$ cat src/rtl/spir_pkg.sv
// -----------------------------------------------------------------------------
// spir_pkg
// Shared definitions for the ADC SPI read master (spir_adc_rx).
//   - State encodings for the read FSM, including the two null-bit states that
//     only exist when SPIR_NULL_BIT_EN is defined.
//   - Default frame width and dclk half-period divider.
//   - Width helper for the bit counter.
// No ports.
// -----------------------------------------------------------------------------
package spir_pkg;

    localparam int DATA_W_DEF  = 16;
    localparam int CLK_DIV_DEF = 4;

    localparam logic [2:0] S_IDLE   = 3'd0;
    localparam logic [2:0] S_SETUP  = 3'd1;
    localparam logic [2:0] S_HIGH   = 3'd2;
    localparam logic [2:0] S_LOW    = 3'd3;
    localparam logic [2:0] S_CSH    = 3'd4;
    localparam logic [2:0] S_NULL_H = 3'd5;
    localparam logic [2:0] S_NULL_L = 3'd6;

    typedef enum logic [2:0] {
        ST_IDLE   = S_IDLE,
        ST_SETUP  = S_SETUP,
        ST_HIGH   = S_HIGH,
        ST_LOW    = S_LOW,
        ST_CSH    = S_CSH,
        ST_NULL_H = S_NULL_H,
        ST_NULL_L = S_NULL_L
    } spir_state_t;

    // The counter has to hold the value DATA_W itself, hence the +1.
    function automatic int bit_cnt_w(input int data_w);
        return $clog2(data_w + 1);
    endfunction

endpackage

$ cat src/rtl/spir_adc_rx_if.sv
// -----------------------------------------------------------------------------
// spir_adc_rx_if
// Bundles the request, ADC serial lines and result signals of spir_adc_rx.
//   strr        start-read request (level, honoured only while idle)
//   miso        ADC serial data, already synchronised
//   cs          ADC chip select, active low
//   dclk        ADC serial clock, idle low
//   data        last completed word
//   valid       one-cycle pulse when data updates
//   eor         end-of-read / ready, high only while idle
//   nullbit_err null-bit check failure (0 when SPIR_NULL_BIT_EN is undefined)
// Modports: master = the read block, slave = the user/ADC side.
// -----------------------------------------------------------------------------
interface spir_adc_rx_if
    import spir_pkg::*;
#(
    parameter int DATA_W = DATA_W_DEF
);
    logic              strr;
    logic              miso;
    logic              cs;
    logic              dclk;
    logic [DATA_W-1:0] data;
    logic              valid;
    logic              eor;
    logic              nullbit_err;

    modport master (
        input  strr, miso,
        output cs, dclk, data, valid, eor, nullbit_err
    );

    modport slave (
        output strr, miso,
        input  cs, dclk, data, valid, eor, nullbit_err
    );
endinterface

$ cat src/rtl/spir_tick_gen.sv
// -----------------------------------------------------------------------------
// spir_tick_gen
// Half-period divider for the ADC serial clock. div_cnt runs 0..CLK_DIV-1 and
// tick marks its last value; clr restarts the count so that every FSM state
// begins at 0 and lasts exactly CLK_DIV cycles.
// Ports:
//   clk_i   system clock
//   rst_i   asynchronous, active-high reset
//   clr_i   restart strobe (FSM state change)
//   tick_o  high in the last cycle of a half-period
// Parameter: CLK_DIV (>= 2) clk_i cycles per half-period.
// -----------------------------------------------------------------------------
module spir_tick_gen
    import spir_pkg::*;
#(
    parameter int CLK_DIV = CLK_DIV_DEF
) (
    input  logic clk_i,
    input  logic rst_i,
    input  logic clr_i,
    output logic tick_o
);
    localparam int            CW   = $clog2(CLK_DIV);
    localparam logic [CW-1:0] LAST = CW'(CLK_DIV - 1);

    logic [CW-1:0] div_cnt;

    always_ff @(posedge clk_i or posedge rst_i) begin
        if (rst_i) begin
            div_cnt <= '0;
        end else if (clr_i || (div_cnt == LAST)) begin
            div_cnt <= '0;
        end else begin
            div_cnt <= div_cnt + CW'(1);
        end
    end

    assign tick_o = (div_cnt == LAST);
endmodule

$ cat src/rtl/spir_adc_rx.sv
// -----------------------------------------------------------------------------
// spir_adc_rx
// SPI read master for the external ADC. Clocks DATA_W bits out of the ADC on
// MISO, MSB first, and presents them as a parallel word with a one-cycle
// valid pulse. All outputs are registered.
// Ports:
//   clk_i  system clock
//   rst_i  asynchronous, active-high reset
//   bus    spir_adc_rx_if.master (strr, miso in; cs, dclk, data, valid, eor,
//          nullbit_err out)
// Parameters: DATA_W (2..32) bits per frame, CLK_DIV (>= 2) clk_i cycles per
// dclk half-period.
// Build option: SPIR_NULL_BIT_EN adds a leading null-bit dclk period whose
// sample must read 0; otherwise nullbit_err is tied low.
//
// state  | meaning
// IDLE   | cs high, ready; start on strr
// SETUP  | cs low, dclk low; chip-select setup time
// NULL_H | dclk high for the null bit; sampled on tick (option only)
// NULL_L | dclk low after the null bit (option only)
// HIGH   | dclk high; miso shifted in on the last cycle before the fall
// LOW    | dclk low; ADC moves to the next bit
// CSH    | cs high; chip-select hold time, result published on tick
// -----------------------------------------------------------------------------
module spir_adc_rx
    import spir_pkg::*;
#(
    parameter int DATA_W  = DATA_W_DEF,
    parameter int CLK_DIV = CLK_DIV_DEF
) (
    input  logic          clk_i,
    input  logic          rst_i,
    spir_adc_rx_if.master bus
);
    localparam int BC_W = bit_cnt_w(DATA_W);

    spir_state_t       state_q, state_d;
    logic [BC_W-1:0]   bit_cnt_q, bit_cnt_d;
    logic [DATA_W-1:0] shreg_q, shreg_d;
    logic [DATA_W-1:0] data_q;
    logic              valid_q;
    logic              cs_q, cs_d;
    logic              dclk_q, dclk_d;
    logic              eor_q, eor_d;
    logic              done;
    logic              tick;
    logic              state_chg;

`ifdef SPIR_NULL_BIT_EN
    logic              null_smp_q, null_smp_d;
    logic              nerr_q;
`endif

    assign state_chg = (state_d != state_q);

    spir_tick_gen #(
        .CLK_DIV (CLK_DIV)
    ) u_tick_gen (
        .clk_i  (clk_i),
        .rst_i  (rst_i),
        .clr_i  (state_chg),
        .tick_o (tick)
    );

    always_ff @(posedge clk_i or posedge rst_i) begin
        if (rst_i) begin
            state_q   <= ST_IDLE;
            bit_cnt_q <= '0;
            shreg_q   <= '0;
            data_q    <= '0;
            valid_q   <= 1'b0;
            cs_q      <= 1'b1;
            dclk_q    <= 1'b0;
            eor_q     <= 1'b1;
        end else begin
            state_q   <= state_d;
            bit_cnt_q <= bit_cnt_d;
            shreg_q   <= shreg_d;
            valid_q   <= done;
            cs_q      <= cs_d;
            dclk_q    <= dclk_d;
            eor_q     <= eor_d;
            if (done) begin
                data_q <= shreg_q;
            end
        end
    end

`ifdef SPIR_NULL_BIT_EN
    always_ff @(posedge clk_i or posedge rst_i) begin
        if (rst_i) begin
            null_smp_q <= 1'b0;
            nerr_q     <= 1'b0;
        end else begin
            null_smp_q <= null_smp_d;
            if (done) begin
                nerr_q <= null_smp_q;
            end
        end
    end
`endif

    always_comb begin
        state_d   = state_q;
        bit_cnt_d = bit_cnt_q;
        shreg_d   = shreg_q;
        done      = 1'b0;
`ifdef SPIR_NULL_BIT_EN
        null_smp_d = null_smp_q;
`endif
        case (state_q)
            ST_IDLE: begin
                if (bus.strr) begin
                    bit_cnt_d = '0;
                    shreg_d   = '0;
`ifdef SPIR_NULL_BIT_EN
                    null_smp_d = 1'b0;
`endif
                    state_d   = ST_SETUP;
                end
            end
            ST_SETUP: begin
                if (tick) begin
`ifdef SPIR_NULL_BIT_EN
                    state_d = ST_NULL_H;
`else
                    state_d = ST_HIGH;
`endif
                end
            end
`ifdef SPIR_NULL_BIT_EN
            ST_NULL_H: begin
                if (tick) begin
                    null_smp_d = bus.miso;
                    state_d    = ST_NULL_L;
                end
            end
            ST_NULL_L: begin
                if (tick) begin
                    state_d = ST_HIGH;
                end
            end
`endif
            ST_HIGH: begin
                if (tick) begin
                    shreg_d   = {shreg_q[DATA_W-2:0], bus.miso};
                    bit_cnt_d = bit_cnt_q + BC_W'(1);
                    state_d   = ST_LOW;
                end
            end
            ST_LOW: begin
                if (tick) begin
                    state_d = (bit_cnt_q == BC_W'(DATA_W)) ? ST_CSH : ST_HIGH;
                end
            end
            ST_CSH: begin
                if (tick) begin
                    done    = 1'b1;
                    state_d = ST_IDLE;
                end
            end
            default: begin
                state_d = ST_IDLE;
            end
        endcase
    end

    // Line levels follow the state being entered so the registered outputs
    // line up with the state register.
    always_comb begin
        cs_d   = 1'b0;
        dclk_d = 1'b0;
        eor_d  = 1'b0;
        case (state_d)
            ST_IDLE: begin
                cs_d  = 1'b1;
                eor_d = 1'b1;
            end
            ST_CSH: begin
                cs_d = 1'b1;
            end
            ST_HIGH: begin
                dclk_d = 1'b1;
            end
`ifdef SPIR_NULL_BIT_EN
            ST_NULL_H: begin
                dclk_d = 1'b1;
            end
`endif
            default: begin
                cs_d = 1'b0;
            end
        endcase
    end

    assign bus.cs    = cs_q;
    assign bus.dclk  = dclk_q;
    assign bus.data  = data_q;
    assign bus.valid = valid_q;
    assign bus.eor   = eor_q;
`ifdef SPIR_NULL_BIT_EN
    assign bus.nullbit_err = nerr_q;
`else
    assign bus.nullbit_err = 1'b0;
`endif
endmodule
$ cat src/flat_wrapper.sv
// flat-port wrapper written by rule: the top's interface ports become plain ports
module spir_adc_rx_flat import spir_pkg::*;
#(
    parameter int DATA_W  = DATA_W_DEF,
    parameter int CLK_DIV = CLK_DIV_DEF
)
  (clk_i, rst_i, bus_strr, bus_miso, bus_cs, bus_dclk, bus_data, bus_valid, bus_eor, bus_nullbit_err);
  spir_adc_rx_if #(.DATA_W(DATA_W)) bus_i ();
  input  logic clk_i;
  input  logic rst_i;
  input wire logic [$bits(bus_i.strr)-1:0] bus_strr;
  input wire logic [$bits(bus_i.miso)-1:0] bus_miso;
  output wire logic [$bits(bus_i.cs)-1:0] bus_cs;
  output wire logic [$bits(bus_i.dclk)-1:0] bus_dclk;
  output wire logic [$bits(bus_i.data)-1:0] bus_data;
  output wire logic [$bits(bus_i.valid)-1:0] bus_valid;
  output wire logic [$bits(bus_i.eor)-1:0] bus_eor;
  output wire logic [$bits(bus_i.nullbit_err)-1:0] bus_nullbit_err;
  assign bus_i.strr = bus_strr;
  assign bus_i.miso = bus_miso;
  assign bus_cs = bus_i.cs;
  assign bus_dclk = bus_i.dclk;
  assign bus_data = bus_i.data;
  assign bus_valid = bus_i.valid;
  assign bus_eor = bus_i.eor;
  assign bus_nullbit_err = bus_i.nullbit_err;
  spir_adc_rx #(.DATA_W(DATA_W), .CLK_DIV(CLK_DIV)) u_core (.clk_i(clk_i), .rst_i(rst_i), .bus(bus_i));
endmodule
$ cat config.mk
export PLATFORM = sky130hd
export DESIGN_NAME = spir_adc_rx_flat
export DESIGN_NICKNAME = d
export VERILOG_FILES = /design/src/rtl/spir_pkg.sv /design/src/rtl/spir_adc_rx_if.sv /design/src/rtl/spir_tick_gen.sv /design/src/rtl/spir_adc_rx.sv /design/src/flat_wrapper.sv
export SDC_FILE = /design/constraint.sdc
export NUM_CORES = 1
export LEC_CHECK = 0
export BUFFER_PORTS_ARGS = -buffer_cell sky130_fd_sc_hd__buf_4
export CORE_UTILIZATION = 60
export DETAILED_ROUTE_END_ITERATION = 12
export GPL_TIMING_DRIVEN = 0
export PLACE_DENSITY = 0.88
export SYNTH_ARGS = -nofsm -noshare
export SYNTH_HDL_FRONTEND = slang
export SYNTH_HIERARCHICAL = 1
export SYNTH_SLANG_ARGS = --single-unit
$ cat constraint.sdc
create_clock -name clk_i -period 3.4 [get_ports clk_i]
set_input_delay 0.68 -clock clk_i [delete_from_list [all_inputs] [get_ports clk_i]]
set_output_delay 0.68 -clock clk_i [all_outputs]
set_load 0.005 [all_outputs]
==> metrics.yaml, run 1 <==
sta:
  totalNegativeSetupSlack_ps: 0
  period_minus_slack_ps: 1880
  rsz0062_at_grt: "no"
  fin_crit_sh_pct: 55.4
  max_slew_margin_pct: 41.5
  max_freq_mhz: 531
  hold_slack_ps: 172
  drv_slew: 0
  tightest_slew_ps: 877
  hold_violations: 0
  setup_viol: 0
  fin_skew_ps: 5.29
routing:
  top_layer: "met3"
  vias: 1217
  drc: 0
  wire_per_inst_um: 15.9
  drtPass1Iterations: 4
  wirelength_met1_um: 1530
  via_per_inst: 5.74
  wl_met2_um: 1730
  wl_met3_um: 112
  ant_nets: 0
  drt_iter0_markers: 44
  wl_um: 3370
global_route:
  grt_max_degree: 45
  globalRoute.totalOverflow: 0
  grt_pass1_vias: 1203
  grt_pass1_wl_um: 5820
  groute.usage.overall_pct: 23.5
  antenna_found_initial: 0
synth:
  synthFlopType: "dfrtp_1"
  synth_top_area_share_pct: 58.3
  yosysTopAreaCell: "dfrtp_1"
  synth.area.top_cells: "dfrtp_1 (58%), mux2_2 (8.3%), a22o_1 (7.9%)"
  synth-edff-count: 0
  synth_warnings: 6
  syn_area_um2: 1890
  synth_cell_types: 36
  synthCells: 139
  async_flop_share_pct: 100
  ys_ff_latch: 46
  seq_area_frac_synth_pct: 61.1
  synth_nets: 146
  synth_area_per_cell_um2: 13.6
power_and_ir_drop:
  power_frac_clock_pct: 36.4
  power.switching_mw: 0.188
  cellPowerDensity_nw_per_um2: 410
  swShare_pct: 20.9
  ir_drop_mv: 0.387
  p_int_mw: 0.713
  p_leak_nw: 1.09
  p_seq_share_pct: 61.5
  p_total_mw: 0.901
  p_comb_share_pct: 2.0
worst_setup_path:
  cp-startpoint: "u_core/u_tick_gen/div_cnt[0]"
  rr_startpoint: "u_core/u_tick_gen/div_cnt[0]"
  crit_arrival_ps: 2180
  crit_chain: "ha_1 > nand2_2 > nor3_2 > buf_2 > a22o_1"
  worstPathMaxFanout: 10
  cp_slowest_cell: "nor3_2"
  critPathLaunchType: "register"
  end_kind: "register"
  critPathKind: "reg2reg"
  cpPeakStageDelay_ps: 470
  cp.required_ps: 3700
placement:
  place_congestion: 0.846
  port_buffers: 23
  hpwl_um: 2330
final_layout:
  n_antenna_cell: 0
  syn2layout_area_growth_pct: 16.2
  final_nets: 176
  drive_gt1_share_pct: 35.3
  utilization_pct: 76.3
floorplan:
  die_height_um: 58.1
  die-area_um2: 3380
  rows: 19
  core_um2: 2880
  pin_count: 25
  start_util_pct: 65.7
  die_x_um: 58.1
outcome:
  status: "complete, no violations"
clocking:
  cts_hold_buf: 0
  htreeDepth: 2
  clk_path_buf_depth: 2
  clock_sinks: 46
  numCtsBuffers: 5
  cts_setup_buffers: 0
  clkLatencyLatePin_ps: 350
  cts_resized: 0
  tritoncts: "yes"
  path_clk_slew_ps: 130
  root_buffer: "clkbuf_4"
worst_hold_path:
  hold_path_class: "in2async"
flow_run:
  cap_violations: 0
==> metal layers <==
metal | vias to the layer above | track usage, %
met5 | - | 0
met4 | 0 | 5.10
met3 | 0 | 6.70
met2 | 25 | 36.9
met1 | 633 | 32.9
li1 | 559 | -
==> per-stage QoR <==
stage	worst slack, ps	std cells	area [µm²]
2_1_floorplan	1690	139	1890
3_3_place_gp	1210	204	2110
3_5_place_dp	1570	204	2110
4_1_cts	1520	212	2200
5_1_grt	1350	212	2200
6_report	1520	212	2200
==> path summary, 6_finish.rpt <==
path	end	slack [ps]	cells after the start
min	u_core/u_tick_gen/div_cnt[0]	170	2
min in group clk_i	u_core/u_tick_gen/div_cnt[0]	470	1
max	u_core/shreg_q[4]	1520	5
min reg2reg	u_core/u_tick_gen/div_cnt[0]	470	1
max in group asynchronous	u_core/shreg_q[11]	2350	2
max reg2reg	u_core/shreg_q[4]	1520	5
==> flip-flops by register name, indices dropped and copies added (netlist names) <==
| name | cells |
|---|---|
| u_core/u_tick_gen/div_cnt | 2 |
| u_core/bus.data | 16 |
| u_core/bus.valid | 1 |
| u_core/bus.cs | 1 |
| u_core/bus.dclk | 1 |
| u_core/shreg_q | 16 |
| u_core/state_q | 3 |
| u_core/bus.eor | 1 |
| u_core/bit_cnt_q | 5 |
==> Yosys cell counts, drive strengths merged, types with 2 or more instances <==
library cell and n:
o21ai 3, ha 3, inv 5, nand3 3, a22o 17, dfstp 2
buf 8, mux2 17, and3 2, nand2 5, or3 3, clkbuf 2
nor3 6, dfrtp 44, a21oi 4
==> cell usage in the layout (no fill, tap or decap), drive strengths merged, types with 3 or more instances in the layout <==
master	instances
a21oi	4
a22o	17
buf	31
clkbuf	7
dfrtp	44
ha	3
inv	6
mux2	17
nand2	5
nand3	3
nor3	6
o21ai	3
or3	3
==> logic make-up (layout without fill, tap and decap cells) <==
logic type | Yosys count | count (layout) | share of synthesized area, %
other | 1 | 1 | 0.198
AOI/OAI and AO/OA | 29 | 29 | 12.1
adders and majority gates | 3 | 3 | 1.99
DFF | 46 | 46 | 61.1
and+or+nand+nor | 27 | 27 | 9.27
muxes | 18 | 18 | 10.7
buffers and inverters | 15 | 46 | 4.77
==> worst max-delay path: cells and delay by family, from the launching register on <==
kind | cells | cell delay [ps]
AO/OA/AOI/OAI | 1 | 190
adder cells (fa/ha/maj) | 1 | 330
buffers and inverters | 1 | 330
flip-flops | 1 | 390
AND/OR/NAND/NOR | 2 | 580
==> cell type report <==
class                           count  area [µm²]
Inverter                            5        18.8
Multi-Input combinational cell     78         646
Fill cell                         193         681
Clock buffer                        5        37.5
Sequential cell                    46        1150
Clock inverter                      3        43.8
Timing Repair Buffer               23         173
Tap cell                           42        52.6
Buffer                             10        71.3
==> power by group through the flow <==
stage	Combinational, mW	Clock (mW)	Sequential (mW)
finish	0.0184	0.328	0.554
global placement	0.0182	0	0.564
global route	0.0218	0.362	0.555
detailed placement	0.0192	0	0.564
CTS	0.0192	0.339	0.554
floorplan	0.0127	0	0.563
Note: power is estimated with default switching activity, not from simulation.
==> inputs of run 2 (changes only) <==
- CORE_UTILIZATION: 60 -> 50
- PLACE_DENSITY: 0.88 -> 0.79
- clock period: 3.4 -> 1.5 ns (I/O delays scaled with it)
==> run 2 against run 1 <==
  * The flow now finishes with violations (negative setup slack)
  * Combinational power is 140% higher
  * Clock power grew to 2.7 times the previous value
  * Utilization is 4.8 points lower
  * Worst setup slack worse by 1600 ps
  * Hold slack better by 86 ps
  * Die area is 19% higher
  * Flip-flop and latch count stayed put
  * First-iteration DRC count is 34% higher
  * Critical path depth is 1 higher
  * Global-route usage is 3.2 points lower
  * Clock skew is 6.1 ps higher
  * Critical endpoint is now u_core/shreg_q[14]
==> metrics.yaml, run 2 (synthesis gave the netlist of run 1 again) <==
outcome:
  status: "complete, but fails checks"
  violations: "negative setup slack"
placement:
  place_congestion: 0.821  # -3.0%
  port_buffers: 23  # unchanged
  hpwl_um: 2230  # -4.1%
sta:
  hold_slack_ps: 258  # +85.9 ps
  hold_violations: 0  # unchanged
  max_slew_margin_pct: 50.8  # +9.3 points
  max_freq_mhz: 642  # +21%
  totalNegativeSetupSlack_ps: -205  # -205 ps
  fin_ws_ps: -58.6  # -1580 ps
  period_minus_slack_ps: 1560  # -325 ps
  fin_skew_ps: 11.4  # +6.08 ps
  rsz0062_at_grt: "yes"
  setup_viol: 8  # +8
  fin_crit_sh_pct: 104  # +49 points
  drv_slew: 0  # unchanged
  tightest_slew_ps: 738  # -139 ps
worst_setup_path:
  worstPathMaxFanout: 5  # -5
  cp.required_ps: 1670  # -2030 ps
  critPathLaunchType: "register"
  crit_arrival_ps: 1730  # -450 ps
  critPathKind: "reg2reg"
  r2r_cells: 6  # +1
  end_kind: "register"
routing:
  drc: 0  # unchanged
  wire_per_inst_um: 17.1  # +7.4%
  drtPass1Iterations: 4  # unchanged
  wl_um: 3880  # +15%
  ant_nets: 0  # unchanged
  drt_iter0_markers: 59  # +34%
  vias: 1290  # +6.0%
  via_per_inst: 5.68  # -1.0%
flow_run:
  cap_violations: 0  # unchanged
final_layout:
  syn2layout_area_growth_pct: 31.3
  final_nets: 187  # +6.3%
  drive_gt1_share_pct: 43.1  # +7.8 points
  fill_cells: 250  # +30%
  layout_commonest_cell: "dfrtp_1"
  final_cell_mix: "dfrtp_1 (44), buf_4 (31), a22o_1 (17)"
  n_antenna_cell: 0  # unchanged
  utilization_pct: 71.5  # -4.8 points
floorplan:
  die_x_um: 63.5  # +9.2%
  die_height_um: 63.5  # +9.2%
  core_um2: 3470  # +21%
  start_util_pct: 54.5  # -11 points
  pin_count: 25  # unchanged
  rows: 21  # +2
  die-area_um2: 4030  # +19%
global_route:
  grt_pass1_vias: 1268  # +5.4%
  grt_max_degree: 45  # unchanged
  antenna_found_initial: 0  # unchanged
  grt_pass1_wl_um: 6160  # +5.8%
  groute.usage.overall_pct: 20.2  # -3.2 points
  globalRoute.totalOverflow: 0  # unchanged
clocking:
  clkLatencyLatePin_ps: 290  # -60 ps
  numCtsBuffers: 5  # unchanged
  root_buffer: "clkbuf_8"
  htreeDepth: 2  # unchanged
  path_clk_slew_ps: 80  # -50 ps
  tritoncts: "yes"
  clk_path_buf_depth: 2  # unchanged
  clock_sinks: 46  # unchanged
power_and_ir_drop:
  p_leak_nw: 1.19  # +9.1%
  p_total_mw: 2.20  # +140%
  ir_drop_mv: 0.704  # +82%
  cellPowerDensity_nw_per_um2: 886  # +120%
worst_hold_path:
  hold_path_class: "in2reg"
  whs_path_depth: 2
==> run 2: power breakdown <==
part	internal [mW]	switching [mW]	leakage [nW]
Combinational	0.0155	0.0289	0.553
Clock	0.497	0.400	0.0514
Sequential	1.25	0.00773	0.586
==> run 2: final cells by class <==
type	count	area, µm²	share of cell area (%)
repair buffers	35	318	12.8
plain buffers	9	72.6	2.93
well taps	46	57.6	2.32
flip-flops and latches	46	1150	46.5
clock buffers	6	72.6	2.93
inverters	5	20.0	0.807
multi-input cells	78	748	30.2
clock inverters	2	37.5	1.51
==> run 2: worst paths after layout <==
kind / start / to / slack, ps
worst max-delay path: u_core/u_tick_gen/div_cnt[0] / u_core/shreg_q[14] / -60
worst min-delay path: bus_miso / u_core/shreg_q[0] / 260
worst max register to register: u_core/u_tick_gen/div_cnt[0] / u_core/shreg_q[14] / -60
worst min register to register: u_core/bus.data[5] / u_core/bus.data[5] / 520
max in group asynchronous: rst_i / u_core/state_q[0] / 380
min in group asynchronous: rst_i / u_core/u_tick_gen/div_cnt[1] / 420
==> run 2: metrics by stage <==
| stage | cells | setup WS (ps) | cell area, µm² |
|---|---|---|---|
| 2_1_floorplan | 139 | 6.46 | 1910 |
| 3_3_place_gp | 208 | -325 | 2140 |
| 3_5_place_dp | 208 | -164 | 2140 |
| 4_1_cts | 224 | -24.6 | 2400 |
| 5_1_grt | 227 | -97.3 | 2480 |
| 6_report | 227 | -58.6 | 2480 |
==> run 2: layer usage <==
metal,up-vias,global-route usage (%),wire [µm]
met5,-,0,0
met3,4,3.99,189
met4,0,7.39,40
met1,648,27.1,1710
met2,53,32.6,1940
li1,585,-,-
==> run 2: critical path, cell delays in order, from the launching register on <==
cell and delay [ps]:
dfrtp_1 400, ha_4 190, nand2_4 70, a211o_1 320, buf_6 140, buf_6 120
a22o_1 200
==> run 2: what timing repair did <==
| item | in CTS | in global routing |
|---|---|---|
| endpoints found under the hold margin | 2 | 0 |
| gates resized for setup | 11 | 21 |
| cloned | 1 | 0 |
| pin swaps | 5 | 3 |
| setup endpoints to repair | 25 | 83 |
| hold buffers | 1 | 0 |
| buffers inserted | 6 | 4 |
==> inputs of run 3 (changes only) <==
- ABC_AREA: default -> 1
==> run 3 against run 2 <==
  * The run now ends clean
  * Final cell count is 22% higher
  * Wire length shrank 13%
  * Maximum frequency increased by 12%
  * Sequential power about the same
  * Critical endpoint is now u_core/u_tick_gen/div_cnt[0]
  * Flip-flop and latch count stayed put
  * Via count up 8.4%
  * Utilization shrank 8.6 points
  * Hold slack gained 9.2 ps
  * Count of clock-buffer cells in the layout shrank 1
  * Worst setup slack gained 170 ps
  * Largest cell class unchanged
  * Cell area fell by 7.1%
  * Combinational power grew 5.6%
==> metrics.yaml, run 3 <==
sta:
  period_minus_slack_ps: 1390  # -169 ps
  max_slew_margin_pct: 51.7  # +0.92 points
  fin_crit_sh_pct: 92.6  # -11 points
  tightest_slew_ps: 723  # -14.7 ps
  setup_viol: 0  # -8
  rsz0062_at_grt: "no"
  drv_slew: 0  # unchanged
  fin_skew_ps: 5.31  # -6.06 ps
  max_freq_mhz: 720  # +12%
  hold_slack_ps: 267  # +9.18 ps
  hold_violations: 0  # unchanged
global_route:
  groute.usage.overall_pct: 19.1  # -1.1 points
  antenna_found_initial: 0  # unchanged
  grt_max_degree: 45  # unchanged
  grt_pass1_wl_um: 5870  # -4.8%
  globalRoute.totalOverflow: 0  # unchanged
  grt_pass1_vias: 1351  # +6.5%
power_and_ir_drop:
  ir_drop_mv: 0.456  # -35%
  cellPowerDensity_nw_per_um2: 947  # +6.9%
  p_leak_nw: 1.21  # +1.6%
  p_total_mw: 2.18  # -0.72%
floorplan:
  die_height_um: 63.8  # +0.45%
  die_x_um: 63.8  # +0.45%
  rows: 22  # +4.8%
  pin_count: 25  # unchanged
  die-area_um2: 4060  # +0.90%
  start_util_pct: 52.1  # -2.4 points
  core_um2: 3660  # +5.6%
clocking:
  path_clk_slew_ps: 80  # about the same
  root_buffer: "clkbuf_8"
  clk_path_buf_depth: 2  # unchanged
  numCtsBuffers: 5  # unchanged
  htreeDepth: 2  # unchanged
  tritoncts: "yes"
  clock_sinks: 46  # unchanged
  clkLatencyLatePin_ps: 300  # about the same
synth:
  synthCells: 196  # +41%
  synthTopCellsByCount: "dfrtp_1 (44), inv_1 (34), nand2_1 (31), o21ai_0 (16), o22ai_1 (15)"
  synth_warnings: 6  # unchanged
  syn_area_um2: 1910  # +0.93%
  synth.most_common_cell: "dfrtp_1"
  synth_area_per_cell_um2: 9.73  # -28%
  synthFlopType: "dfrtp_1"
  synth_cell_types: 26  # -28%
  yosysTopAreaCell: "dfrtp_1"
  synth_top_area_share_pct: 57.7  # -0.54 points
  seq_area_frac_synth_pct: 60.5  # -0.56 points
  synth.area.top_cells: "dfrtp_1 (58%), inv_1 (6.7%), nand2_1 (6.1%)"
  synth-edff-count: 0  # unchanged
  ys_ff_latch: 46  # unchanged
  synth_nets: 203  # +39%
  async_flop_share_pct: 100  # unchanged
final_layout:
  stdcell_count: 278  # +22%
  fill_cells: 316  # +26%
  drive_gt1_share_pct: 25.7  # -17 points
  final_cell_mix: "dfrtp_1 (42), inv_1 (33), nand2_1 (31)"
  syn2layout_area_growth_pct: 20.8
  layout_commonest_cell: "dfrtp_1"
  n_antenna_cell: 0  # unchanged
  final_nets: 236  # +26%
routing:
  wire_per_inst_um: 12.1  # -29%
  wl_um: 3360  # -13%
  drc: 0  # unchanged
  via_per_inst: 5.03  # -11%
  drtPass1Iterations: 4  # unchanged
  ant_nets: 0  # unchanged
  drt_iter0_markers: 81  # +37%
  vias: 1399  # +8.4%
placement:
  dp_cells: 267  # +28%
  hpwl_um: 2260  # +1.2%
  place_congestion: 0.819  # -0.26%
  port_buffers: 23  # unchanged
worst_setup_path:
  end_kind: "register"
  critPathKind: "reg2reg"
  cp.required_ps: 1690  # +20 ps
  critPathLaunchType: "register"
  crit_arrival_ps: 1580  # -150 ps
  worstPathMaxFanout: 10  # +5
worst_hold_path:
  hold_path_class: "in2reg"
flow_run:
  cap_violations: 0  # unchanged
outcome:
  status: "complete, no violations"
-- run 3: repair_timing --
item / 4_1_cts / 5_1_grt
setup buffers: 1 / 2
hold endpoints to repair: 2 / 0
resized for setup: 3 / 6
pin swaps: 1 / 1
hold buffers: 1 / 0
setup endpoints to repair: 12 / 27
-- run 3: report_power, final --
part           internal (mW)  total (mW)  switching, mW
Combinational         0.0130      0.0469         0.0340
Clock                  0.490       0.885          0.395
Sequential              1.25        1.25        0.00187
Total                   1.75        2.18          0.431
-- run 3: final cells by class --
cell class	instances	area (µm²)	share of cell area, %
Clock inverter	3	40.0	1.74
Timing Repair Buffer	27	205	8.91
Tap cell	48	60.1	2.61
Clock buffer	5	68.8	2.99
Inverter	36	136	5.92
Buffer	7	46.3	2.01
Sequential cell	46	1160	50.2
Multi-Input combinational cell	106	591	25.6
-- run 3: critical path: stages (launching register included) --
cell and delay [ps]:
dfrtp_1 430, inv_1 110, nor2_4 150, nand3_4 100, nand2_4 80, buf_6 140, o21ai_1 60, nand2_1 70
inv_1 30, nand2_1 70, nor2_1 40
-- run 3: final timing paths --
kind	endpoint	cells after the start	slack, ps	startpoint
hold reg to reg	u_core/u_tick_gen/div_cnt[0]	1	480	u_core/u_tick_gen/div_cnt[0]
min in group asynchronous	u_core/u_tick_gen/div_cnt[1]	3	420	rst_i
setup reg to reg	u_core/u_tick_gen/div_cnt[0]	10	110	u_core/state_q[1]
max in group asynchronous	u_core/bit_cnt_q[0]	3	360	rst_i
setup / recovery	u_core/u_tick_gen/div_cnt[0]	10	110	u_core/state_q[1]
hold / removal	u_core/shreg_q[0]	3	270	bus_miso
-- run 3: layer usage --
metal | global-route usage (%) | share of wire, % | vias to the layer above
met3 | 5.00 | 4.3 | 6
li1 | - | - | 690
met2 | 31.6 | 48 | 31
met4 | 8.24 | 1.4 | 0
met1 | 23.5 | 46 | 672
met5 | 0 | 0 | -
-- run 3: stage by stage --
| stage | instance area [µm²] | TNS, ps | setup slack, ps | utilization, % |
|---|---|---|---|---|
| final | 2300 | 0 | 111 | 62.9 |
| after floorplan | 1910 | 0 | 71.3 | - |
| after global placement | 2140 | -14540 | -344 | 58.4 |
| after CTS | 2270 | 0 | 53.4 | 62.0 |
| after detailed placement | 2140 | -411 | -64.0 | 58.4 |
| after global routing | 2300 | 0 | 5.86 | 62.9 |
-- run 3: cells by family after synthesis --
| kind of cell | share of synthesized area, % |
|---|---|
| adder cells (fa/ha/maj) | 1.97 |
| other | 0.197 |
| AO/OA/AOI/OAI | 12.1 |
| buffers and inverters | 9.71 |
| AND/OR/NAND/NOR | 15.6 |
| flip-flops | 60.5 |
